[src/rtl/serial_frame_receiver.sv]
// Serial frame receiver: deserialises start/data/parity/stop framed words from a
// 1-bit line, drops bad frames, and queues good words in a show-ahead FIFO
// behind a valid/ready handshake. Error events feed a saturating counter.
module serial_frame_receiver #(
    parameter int DATA_W      = 32,
    parameter int PARITY_MODE = 0,
    parameter int DEPTH       = 4,
    parameter int CNT_W       = 8
) (
    input  logic                     serial_clk,
    input  logic                     rst,
    input  logic                     i_s_data,
    output logic [DATA_W-1:0]        p_data,
    output logic                     p_valid,
    input  logic                     p_ready,
    output logic [$clog2(DEPTH):0]   fifo_level,
    output logic                     frame_err,
    output logic                     parity_err,
    output logic                     overrun,
    output logic [CNT_W-1:0]         err_count
);

    localparam bit PAR_EN = (PARITY_MODE != 0);
    localparam int IDX_W  = (DATA_W > 1) ? $clog2(DATA_W) : 1;
    localparam int AW     = $clog2(DEPTH);

    typedef enum logic [2:0] {IDLE, DATA, PAR, STOP, RESYNC} state_t;

    state_t               state;
    logic [IDX_W-1:0]     bit_idx;
    logic                 par_acc;
    logic [DATA_W-1:0]    shreg;
    logic                 push_vld;
    logic [DATA_W-1:0]    push_data;

    logic [DATA_W-1:0]    mem [DEPTH];
    logic [AW-1:0]        wr_ptr;
    logic [AW-1:0]        rd_ptr;
    logic [AW:0]          count;
    logic                 full;
    logic                 do_pop;
    logic                 do_push;

    // par_acc holds the XOR of all data bits plus the received parity bit.
    function automatic logic parity_ok(input logic acc);
        if (PARITY_MODE == 1)      parity_ok = ~acc;
        else if (PARITY_MODE == 2) parity_ok = acc;
        else                       parity_ok = 1'b1;
    endfunction

    // Frame FSM: tracks position in the frame and issues push / error pulses.
    always_ff @(posedge serial_clk or negedge rst) begin
        if (!rst) begin
            state      <= IDLE;
            bit_idx    <= '0;
            par_acc    <= 1'b0;
            push_vld   <= 1'b0;
            frame_err  <= 1'b0;
            parity_err <= 1'b0;
        end else begin
            push_vld   <= 1'b0;
            frame_err  <= 1'b0;
            parity_err <= 1'b0;
            case (state)
                IDLE: begin
                    if (i_s_data) begin
                        state   <= DATA;
                        bit_idx <= '0;
                        par_acc <= 1'b0;
                    end
                end
                DATA: begin
                    par_acc <= par_acc ^ i_s_data;
                    bit_idx <= bit_idx + 1'b1;
                    if (bit_idx == IDX_W'(DATA_W - 1))
                        state <= PAR_EN ? PAR : STOP;
                end
                PAR: begin
                    par_acc <= par_acc ^ i_s_data;
                    state   <= STOP;
                end
                STOP: begin
                    if (i_s_data) begin
                        frame_err <= 1'b1;
                        state     <= RESYNC;
                    end else if (!parity_ok(par_acc)) begin
                        parity_err <= 1'b1;
                        state      <= IDLE;
                    end else begin
                        push_vld <= 1'b1;
                        state    <= IDLE;
                    end
                end
                RESYNC: begin
                    // A high line here may be the tail of a broken frame, so
                    // wait for idle before accepting another start bit.
                    if (!i_s_data) state <= IDLE;
                end
                default: state <= IDLE;
            endcase
        end
    end

    // Data path: LSB-first shift register and the word handed to the FIFO.
    always_ff @(posedge serial_clk) begin
        if (state == DATA) shreg <= {i_s_data, shreg[DATA_W-1:1]};
        if (state == STOP) push_data <= shreg;
    end

    assign full    = (count == (AW+1)'(DEPTH));
    assign p_valid = (count != '0);
    assign do_pop  = p_valid & p_ready;
    // A pop in the same cycle frees the slot, so a full FIFO still accepts.
    assign do_push = push_vld & (~full | do_pop);

    // FIFO control, overrun detection and saturating error counter.
    always_ff @(posedge serial_clk or negedge rst) begin
        if (!rst) begin
            wr_ptr    <= '0;
            rd_ptr    <= '0;
            count     <= '0;
            overrun   <= 1'b0;
            err_count <= '0;
        end else begin
            overrun <= push_vld & full & ~do_pop;
            if (do_push) wr_ptr <= wr_ptr + 1'b1;
            if (do_pop)  rd_ptr <= rd_ptr + 1'b1;
            case ({do_push, do_pop})
                2'b10:   count <= count + 1'b1;
                2'b01:   count <= count - 1'b1;
                default: count <= count;
            endcase
            if ((frame_err | parity_err | overrun) && (err_count != '1))
                err_count <= err_count + 1'b1;
        end
    end

    // FIFO storage; written one edge after the stop bit, never bypassed.
    always_ff @(posedge serial_clk) begin
        if (do_push) mem[wr_ptr] <= push_data;
    end

    assign fifo_level = count;
    assign p_data     = p_valid ? mem[rd_ptr] : '0;

endmodule

[config.mk]
export PLATFORM = sky130hd
export DESIGN_NAME = serial_frame_receiver
export DESIGN_NICKNAME = d
export VERILOG_FILES = /design/src/rtl/serial_frame_receiver.sv
export SDC_FILE = /design/constraint.sdc
export NUM_CORES = 1
export LEC_CHECK = 0
export BUFFER_PORTS_ARGS = -buffer_cell sky130_fd_sc_hd__buf_2
export CAP_MARGIN = 20
export CORE_MARGIN = 10
export CORE_UTILIZATION = 54
export DETAILED_ROUTE_END_ITERATION = 8
export PLACE_DENSITY = 0.8
export SYNTH_ARGS = -nofsm -noshare
export SYNTH_HDL_FRONTEND = slang
export SYNTH_SLANG_ARGS = --single-unit
[constraint.sdc]
create_clock -name serial_clk -period 2.4 [get_ports serial_clk]
set_input_delay 0.6 -clock serial_clk [delete_from_list [all_inputs] [get_ports serial_clk]]
set_output_delay 0.6 -clock serial_clk [all_outputs]
set_load 0.02 [all_outputs]
==> impl_metrics.ini, run 1 <==
[outcome]
status = complete, but fails checks
violations = setup timing

[setup_path]
path_max_fanout = 16
cp-startpoint = rd_ptr[0]
arrival_ns = 2.02
r2r_setup_slack_ns = 0.32
critPathSlowestCell = mux4_2
worstPathCellList = buf_12 -> mux4_2 -> and2_1 -> buf_2
cp-start-kind = flip-flop
rr_worst_depth = 4
cpPeakStageDelay_ns = 0.53
path_depth = 4
path_delay_family = multiplexers
path_class = flip-flop to output pin
required_ns = 1.80
r2r-start = push_vld
cp-end-kind = output pin
cp_num_buf_inv = 2

[routing]
routed_wirelength_um = 14140
post_drt_via_cell_ratio = 5.713
first_pass_iters = 4
drc = 0
drt_iter0_drc = 221
wl_per_cell_um = 21.32
vias = 3788
detail-route-antenna-nets = 0

[yosys]
synth-adder-area-share = 0.01317
synth_xor_area_frac = 0.008574
yosysSeqAreaShare = 0.7852
avgSynthCellArea_um2 = 20.64
syn-cell-area_um2 = 8172
synth_top_area_frac = 0.7056
synth.distinct_cells = 48
yosysTopAreaCell = edfxtp_1
ys.warnings.count = 0
synth-simple-area-share = 0.05482
muxShareOfSynthArea = 0.09830
synthTopCellsByArea = edfxtp_1 (71%), mux4_2 (8.8%), dfrtp_1 (8.0%)
synth_top_family_by_area = multiplexers
synthCells = 396
synth_compound_area_frac = 0.02526
ys_ff_latch = 218
syn-num-nets = 408

[cells_and_area]
areaGrowthSynthToFinish_pct = 16.93
nNetsFinal = 477
diodes = 0
final_area_um2 = 9555
fillers = 938
drive_above_1_share = 0.3445

[timing]
min_period_over_period = 1.090
setup_violations = 32
period_needed_ns = 2.616
slew_headroom = 0.3777
fin_hold_ws_ns = 0.1238
skew_ns = 0.01197
worst_pin_slew_ns = 0.9335
setup_ws_ns = -0.2159
fmax_ghz = 0.3823
rsz0062_at_grt = yes
finalSetupTns_ns = -5.114
maxSlewViolCount = 0
final-hold-violation-count = 0

[grt]
grt_overflow = 0
grt_util_met3 = 0.02620
grt_pass1_vias = 4059
grt_pass1_wl_um = 22360
grt_max_degree = 36
track_usage = 0.1392
antenna_found_initial = 0
use_met2 = 0.2359
grt.busiest_layer = met2
met1_usage = 0.1795

[pwr]
power.leakage_nw = 3.420
p_per_area_nw_per_um2 = 1244
p_total_mw = 11.89
ir_worst_vdd_mv = 0.6994

[clocking]
cts_made_buffers = 21
insertion_delay_ns = 0.48
clkSinkCount = 218
path_clk_slew_ns = 0.06
cts_tree = done
hold_buffers = 0
root_buffer = clkbuf_16
cts_max_path_buffers = 3
cts_max_level = 1

[floorplan]
rows = 44
dieArea_um2 = 20450
start_util = 0.5559
core-area_um2 = 14700
die_w_um = 143.0
die_y_um = 143.0
pin_count = 51

[hold_path]
hp-class = input pin to async pin

[placed_design]
portBuffers = 49
gp_congestion = 0.8165
hpwl_um = 7600
dp_slack_ns = 0.1378
dpl_cell_area_um2 = 8651

[flow_run]
maxCapViolCount = 0
[report_power, final]
group / switching, mW / internal [mW]
registers: 0.347 / 4.83
clock network: 1.32 / 1.93
logic: 1.71 / 1.74
[worst reg2reg max path: cells and delay by family, from the launching register on]
kind                     cells  cell delay (ns)
adder cells (fa/ha/maj)      1             0.41
AO/OA/AOI/OAI                1             0.35
flip-flops                   1             0.49
AND/OR/NAND/NOR              2             0.70
[final cells by class]
type / instances / area [µm²] / area share
clock buffers: 23 / 533.0 / 0.05578
clock inverters: 14 / 151.4 / 0.01584
inverters: 6 / 22.52 / 0.002357
multi-input cells: 156 / 1692 / 0.1770
flip-flops and latches: 218 / 6421 / 0.6720
well taps: 184 / 230.2 / 0.02409
repair buffers: 62 / 505.5 / 0.05290
[cells in the mapped netlist (all sizes together)]
library cell	n
a21oi	3
a22o	4
a22oi	1
a311o	1
and2	38
and3	2
and3b	1
buf	10
clkbuf	6
conb	1
dfrtp	26
edfxtp	192
fa	1
ha	7
inv	6
mux2	7
mux4	32
nand2	5
nand2b	2
nand3	6
nand3b	3
nand4	1
nor2	4
nor2b	2
nor3	2
nor3b	1
nor4b	1
o2111a	1
o2111ai	3
o211a	1
o211ai	1
o21a	2
o21ai	5
o21bai	2
o221ai	1
o22ai	2
or2	1
or3	1
or3b	2
or4b	1
xnor2	6
xor2	2
[registers in the layout (all words and copies together), names as in the netlist]
register	count
err_count	8
rd_ptr	2
bit_idx	5
frame_err	1
mem	128
state	3
fifo_level	3
push_vld	1
wr_ptr	2
push_data	32
shreg	32
overrun	1
[final timing paths]
kind,to
min in group serial_clk,push_vld
worst min register to register,push_data[0]
max in group asynchronous,rd_ptr[0]
worst min-delay path,fifo_level[1]
worst max register to register,fifo_level[2]
worst max-delay path,p_data[15]
[cell families (layout without fill, tap and decap cells)]
group	count (synthesis)	in the layout
AOI/OAI and AO/OA	27	27
other	1	1
and+or+nand+nor	73	73
DFF	218	218
buffers and inverters	22	105
muxes	39	39
xor gates and xnor gates	8	8
adders and majority gates	8	8
[metrics by stage]
step,cells,util
floorplan,396,-
global placement,622,0.5885
detailed placement,622,0.5885
CTS,663,0.6462
global route,663,0.6501
finish,663,0.6501
[cell usage in the layout, fill, tap and decap left out, types with 4 or more instances in the layout]
master / count
o21ai_0: 5
inv_1: 6
and2_2: 4
and2_4: 19
buf_6: 18
dfrtp_1: 22
mux2_2: 6
nand3_1: 6
mux4_2: 32
nand2_1: 5
a22o_1: 4
and2_1: 15
nor2_1: 4
buf_12: 4
xnor2_1: 6
edfxtp_1: 192
dfrtp_2: 4
clkbuf_16: 21
ha_1: 7
buf_2: 31
buf_4: 9
clkinv_2: 5
[metal layers]
| layer | share of wire | up-vias |
|---|---|---|
| li1 | - | 1695 |
| met1 | 0.41 | 1962 |
| met2 | 0.51 | 100 |
| met3 | 0.053 | 31 |
| met4 | 0.028 | 0 |
| met5 | 0 | - |
[what timing repair did]
action                     4_1_cts  5_1_grt
pin swaps                        0        4
setup endpoints to repair       33       33
cloned                           1        0
resized for setup               35       25
buffers inserted                 3        1
Power figures use the tool's default switching activity.
==> run 2: changes to the inputs <==
--- a/config.mk
+++ b/config.mk
@@ -9,6 +9,8 @@
 export CAP_MARGIN = 20
+export CELL_PAD_IN_SITES_DETAIL_PLACEMENT = 0
+export CELL_PAD_IN_SITES_GLOBAL_PLACEMENT = 2
 export CORE_MARGIN = 10
-export CORE_UTILIZATION = 54
+export CORE_UTILIZATION = 42
 export DETAILED_ROUTE_END_ITERATION = 8
-export PLACE_DENSITY = 0.8
+export PLACE_DENSITY = 0.79
 export SYNTH_ARGS = -nofsm -noshare
==> constraint.sdc (replaced) <==
create_clock -name serial_clk -period 2.4 [get_ports serial_clk]
set_input_delay 0.12 -clock serial_clk [delete_from_list [all_inputs] [get_ports serial_clk]]
set_output_delay 0.12 -clock serial_clk [all_outputs]
set_load 0.02 [all_outputs]
==> impl_metrics.ini, run 2 (same netlist as run 1, synthesis figures left out) <==
[floorplan]
rows = 50
dieArea_um2 = 25440
start_util = 0.4325
die_y_um = 159.5
pin_count = 51
core-area_um2 = 18890
die_w_um = 159.5

[placed_design]
portBuffers = 49
placed_cells = 696
hpwl_um = 7796
gp_congestion = 0.7606

[cells_and_area]
areaGrowthSynthToFinish_pct = 15.95
top_register = mem
drive_above_1_share = 0.2941
layout_common_cells = edfxtp_1 (192), buf_2 (49), and2_1 (34)
nNetsFinal = 475
regArea_um2 = 6421
fillers = 1562
final_common_cell = edfxtp_1
largest_register_ffs = 128
largestRegisters = mem x128, push_data x32, shreg x32
multi_input_area_um2 = 1639
final_core_util = 0.5015
final_cells = 736
diodes = 0

[setup_path]
path_delay_family = multiplexers
cpPeakStageDelay_ns = 0.54
path_max_fanout = 34
cp-startpoint = rd_ptr[0]
arrival_ns = 2.05
cp-end-kind = output pin
r2r-start = fifo_level[0]
required_ns = 2.28
critPathSlowestCell = mux4_2
rr_worst_depth = 5
r2r_setup_slack_ns = 0.39
r2r_end = fifo_level[2]
cp-start-kind = flip-flop
path_depth = 4
crit_path_end = p_data[5]
path_class = flip-flop to output pin
worstPathCellList = buf_12 -> mux4_2 -> and2_1 -> buf_2
cp_num_buf_inv = 2

[routing]
routed_wirelength_um = 13360
post_drt_via_cell_ratio = 4.952
drt_iter0_drc = 195
wl_per_cell_um = 18.15
vias = 3645
drc = 0
first_pass_iters = 4
detail-route-antenna-nets = 0

[clocking]
cts_max_path_buffers = 3
clkSinkCount = 218
root_buffer = clkbuf_16
insertion_delay_ns = 0.49
cts_max_level = 1
cts_tree = done
cts_resized = 0
cts_made_buffers = 22
path_clk_slew_ns = 0.06

[grt]
track_usage = 0.1053
grt_pass1_vias = 4029
grt_pass1_wl_um = 22050
grt_max_degree = 36
grt_overflow = 0
antenna_found_initial = 0

[timing]
rsz0062_at_grt = no
final-hold-violation-count = 0
skew_ns = 0.006193
worst_pin_slew_ns = 0.9198
period_needed_ns = 2.173
fmax_ghz = 0.4602
setup_violations = 0
min_period_over_period = 0.9054
slew_headroom = 0.3868
finalSetupTns_ns = 0
maxSlewViolCount = 0

[flow_run]
maxCapViolCount = 0

[pwr]
ir_worst_vdd_mv = 0.6455
p_per_area_nw_per_um2 = 1196
power.leakage_nw = 3.337

[hold_path]
hp-class = input pin to async pin

[outcome]
status = finished, final reports clean
==> run 2: cell types whose count changed in the layout (fill, tap and decap cells not counted), moves of 3 or more <==
cell / delta
buf_4: -3
buf_6: -18
buf_2: +18
buf_12: -3
and2_1: +19
and2_4: -19
clkinv_1: -3
dlygate4sd3_1: +3
==> run 2: power by group <==
group | switching (mW) | leakage (nW) | internal (mW)
combinational | 1.57 | 0.886 | 1.20
sequential | 0.318 | 2.10 | 4.83
clock | 1.34 | 0.347 | 2.07
==> run 2: what timing repair did <==
item,4_1_cts,5_1_grt
setup buffers,0,0
endpoints found under the hold margin,34,0
setup endpoints to repair,0,0
hold buffers,3,0
==> run 2: metrics by stage <==
| step | power, mW | instance area [µm²] | setup WS, ns | hold slack (ns) |
|---|---|---|---|---|
| 2_1_floorplan | 7.194 | 8187 | 0.09560 | -0.1756 |
| 3_3_place_gp | 8.025 | 8718 | 0.4360 | 0.1658 |
| 3_5_place_dp | 8.088 | 8718 | 0.3886 | 0.1712 |
| 4_1_cts | 11.52 | 9475 | 0.1738 | 0.1967 |
| 5_1_grt | 11.92 | 9475 | 0.1244 | 0.2615 |
| 6_report | 11.33 | 9475 | 0.2269 | 0.1827 |
==> run 2: area by class of cell <==
class / instances / share of cell area
timing repair buffer: 59 / 0.03592
tap: 260 / 0.03433
clock buffer: 27 / 0.06233
inverter: 6 / 0.002377
clock inverter: 10 / 0.01439
sequential: 218 / 0.6777
multi-input combinational: 156 / 0.1730
==> run 2: worst min-delay path by stage <==
stage | from | to
floorplan | rst | bit_idx[0]
global placement | rst | rd_ptr[1]
detailed placement | rst | rd_ptr[1]
CTS | rst | bit_idx[4]
global route | rst | rd_ptr[0]
finish | rst | rd_ptr[1]
==> run 2: per-layer routing <==
layer,GRT usage,up-vias,routed length [µm]
met2,0.1797,58,6866
met4,0.03243,0,225
met1,0.1320,1878,5828
met3,0.02091,16,441
met5,0,-,0
li1,-,1693,-
==> run 3: changes to the inputs <==
- CORE_UTILIZATION: 42 -> 47
- HOLD_SLACK_MARGIN: default -> 0.12
- PLACE_DENSITY: 0.79 -> 0.84
- clock period: 2.4 -> 2.2 ns (I/O delays scaled with it)
==> impl_metrics.ini, run 3 (same netlist as run 1, synthesis figures left out) <==
[setup_path]
worstPathCellList = buf_16 -> mux4_2 -> and2_1 -> buf_2
cp_num_buf_inv = 2
cpPeakStageDelay_ns = 0.54
cp-start-kind = flip-flop
cp-end-kind = output pin
r2r-start = fifo_level[0]
r2r_setup_slack_ns = 0.28
critPathSlowestCell = mux4_2
path_delay_family = multiplexers
rr_worst_depth = 5
required_ns = 2.09
arrival_ns = 2.03
r2r_end = fifo_level[2]
path_class = flip-flop to output pin
path_max_fanout = 17

[cells_and_area]
regArea_um2 = 6421
nNetsFinal = 481
largest_register_ffs = 128
drive_above_1_share = 0.3140
final_common_cell = edfxtp_1
diodes = 0
final_core_util = 0.5570
fillers = 1328
final_cells = 709
layout_common_cells = edfxtp_1 (192), buf_2 (45), mux4_2 (32)
areaGrowthSynthToFinish_pct = 17.09
multi_input_area_um2 = 1657
top_register = mem
largestRegisters = mem x128, push_data x32, shreg x32

[timing]
final-hold-violation-count = 0
period_needed_ns = 2.136
slew_headroom = 0.6142
setup_ws_ns = 0.06430
setup_violations = 0
min_period_over_period = 0.9708
maxSlewViolCount = 0
skew_ns = 0.01201
fmax_ghz = 0.4682
worst_pin_slew_ns = 0.5788
rsz0062_at_grt = yes
finalSetupTns_ns = 0
fin_hold_ws_ns = 0.1524

[outcome]
status = finished, final reports clean

[routing]
routed_wirelength_um = 13310
post_drt_via_cell_ratio = 5.200
drc = 0
drt_iter0_drc = 209
wl_per_cell_um = 18.78
first_pass_iters = 4
detail-route-antenna-nets = 0
vias = 3687

[grt]
grt_pass1_wl_um = 21450
grt_pass1_vias = 3899
track_usage = 0.1123
grt_max_degree = 36
antenna_found_initial = 0
grt_overflow = 0

[placed_design]
gp_congestion = 0.7728
portBuffers = 49
hpwl_um = 7475
placed_cells = 665
dp_slack_ns = 0.2814

[floorplan]
rows = 48
start_util = 0.4757
dieArea_um2 = 23060
die_w_um = 151.9
core-area_um2 = 17180
pin_count = 51
die_y_um = 151.9

[clocking]
path_clk_slew_ns = 0.06
insertion_delay_ns = 0.49
cts_max_path_buffers = 3
clkSinkCount = 218
root_buffer = clkbuf_16
cts_tree = done
cts_max_level = 1
cts_made_buffers = 22

[pwr]
p_per_area_nw_per_um2 = 1292
power.leakage_nw = 3.402
ir_worst_vdd_mv = 0.6449

[hold_path]
hp-class = input pin to async pin

[flow_run]
maxCapViolCount = 0
## run 3: cell count changes in the layout (fill, tap and decap cells not counted), sizes merged
cell	before	now
buf	56	61
bufinv	3	1
clkinv	3	9
clkinvlp	3	1
clkbuf	27	28
## run 3: final cells by class
class	count	area share
clock buffers	27	0.06172
clock inverters	12	0.009677
inverters	6	0.002354
multi-input cells	156	0.1731
flip-flops and latches	218	0.6711
well taps	225	0.02942
repair buffers	65	0.05257
## run 3: routing by layer
metal | GRT usage | up-vias | wire length [µm]
met5 | 0 | - | 0
met4 | 0.03255 | 0 | 252
met3 | 0.02258 | 25 | 502
met2 | 0.1928 | 62 | 6682
met1 | 0.1410 | 1888 | 5876
li1 | - | 1712 | -
## run 3: how the worst max path moves through the flow
stage | slack (ns) | depth (start not counted) | endpoint | from
floorplan | 0.02 | 7 | fifo_level[2] | fifo_level[0]
finish | 0.06 | 4 | p_data[4] | rd_ptr[0]
CTS | -0.02 | 4 | p_data[4] | rd_ptr[0]
global route | -0.005 | 4 | p_data[4] | rd_ptr[0]
global placement | 0.34 | 5 | fifo_level[2] | fifo_level[0]
detailed placement | 0.28 | 5 | fifo_level[2] | fifo_level[0]
## run 3: worst register-to-register path, stage by stage, from the launching register on
cell      delay, ns
dfrtp_2        0.42
or3_1          0.15
nand3b_1       0.11
fa_2           0.39
or3b_4         0.38
a311o_1        0.35
## run 3: where the power goes
group          switching [mW]  internal (mW)  total [mW]
Combinational            1.74           1.50        3.24
Clock                    1.45           2.03        3.48
Sequential              0.372           5.27        5.64
Total                    3.56           8.80        12.4
## run 3: what timing repair did
action,CTS,global route
endpoints found under the setup margin,3,25
pin swaps,0,0
gates resized for setup,1,11
endpoints found under the hold margin,36,0
cloned,0,1
setup buffers,0,1
hold buffers,3,0
## run 3: through the flow
step | instance area [µm²] | power, mW
after global routing | 9568 | 13.02
after floorplan | 8212 | 7.905
after detailed placement | 8785 | 8.850
after global placement | 8785 | 8.778
final | 9568 | 12.36
after CTS | 9500 | 12.39
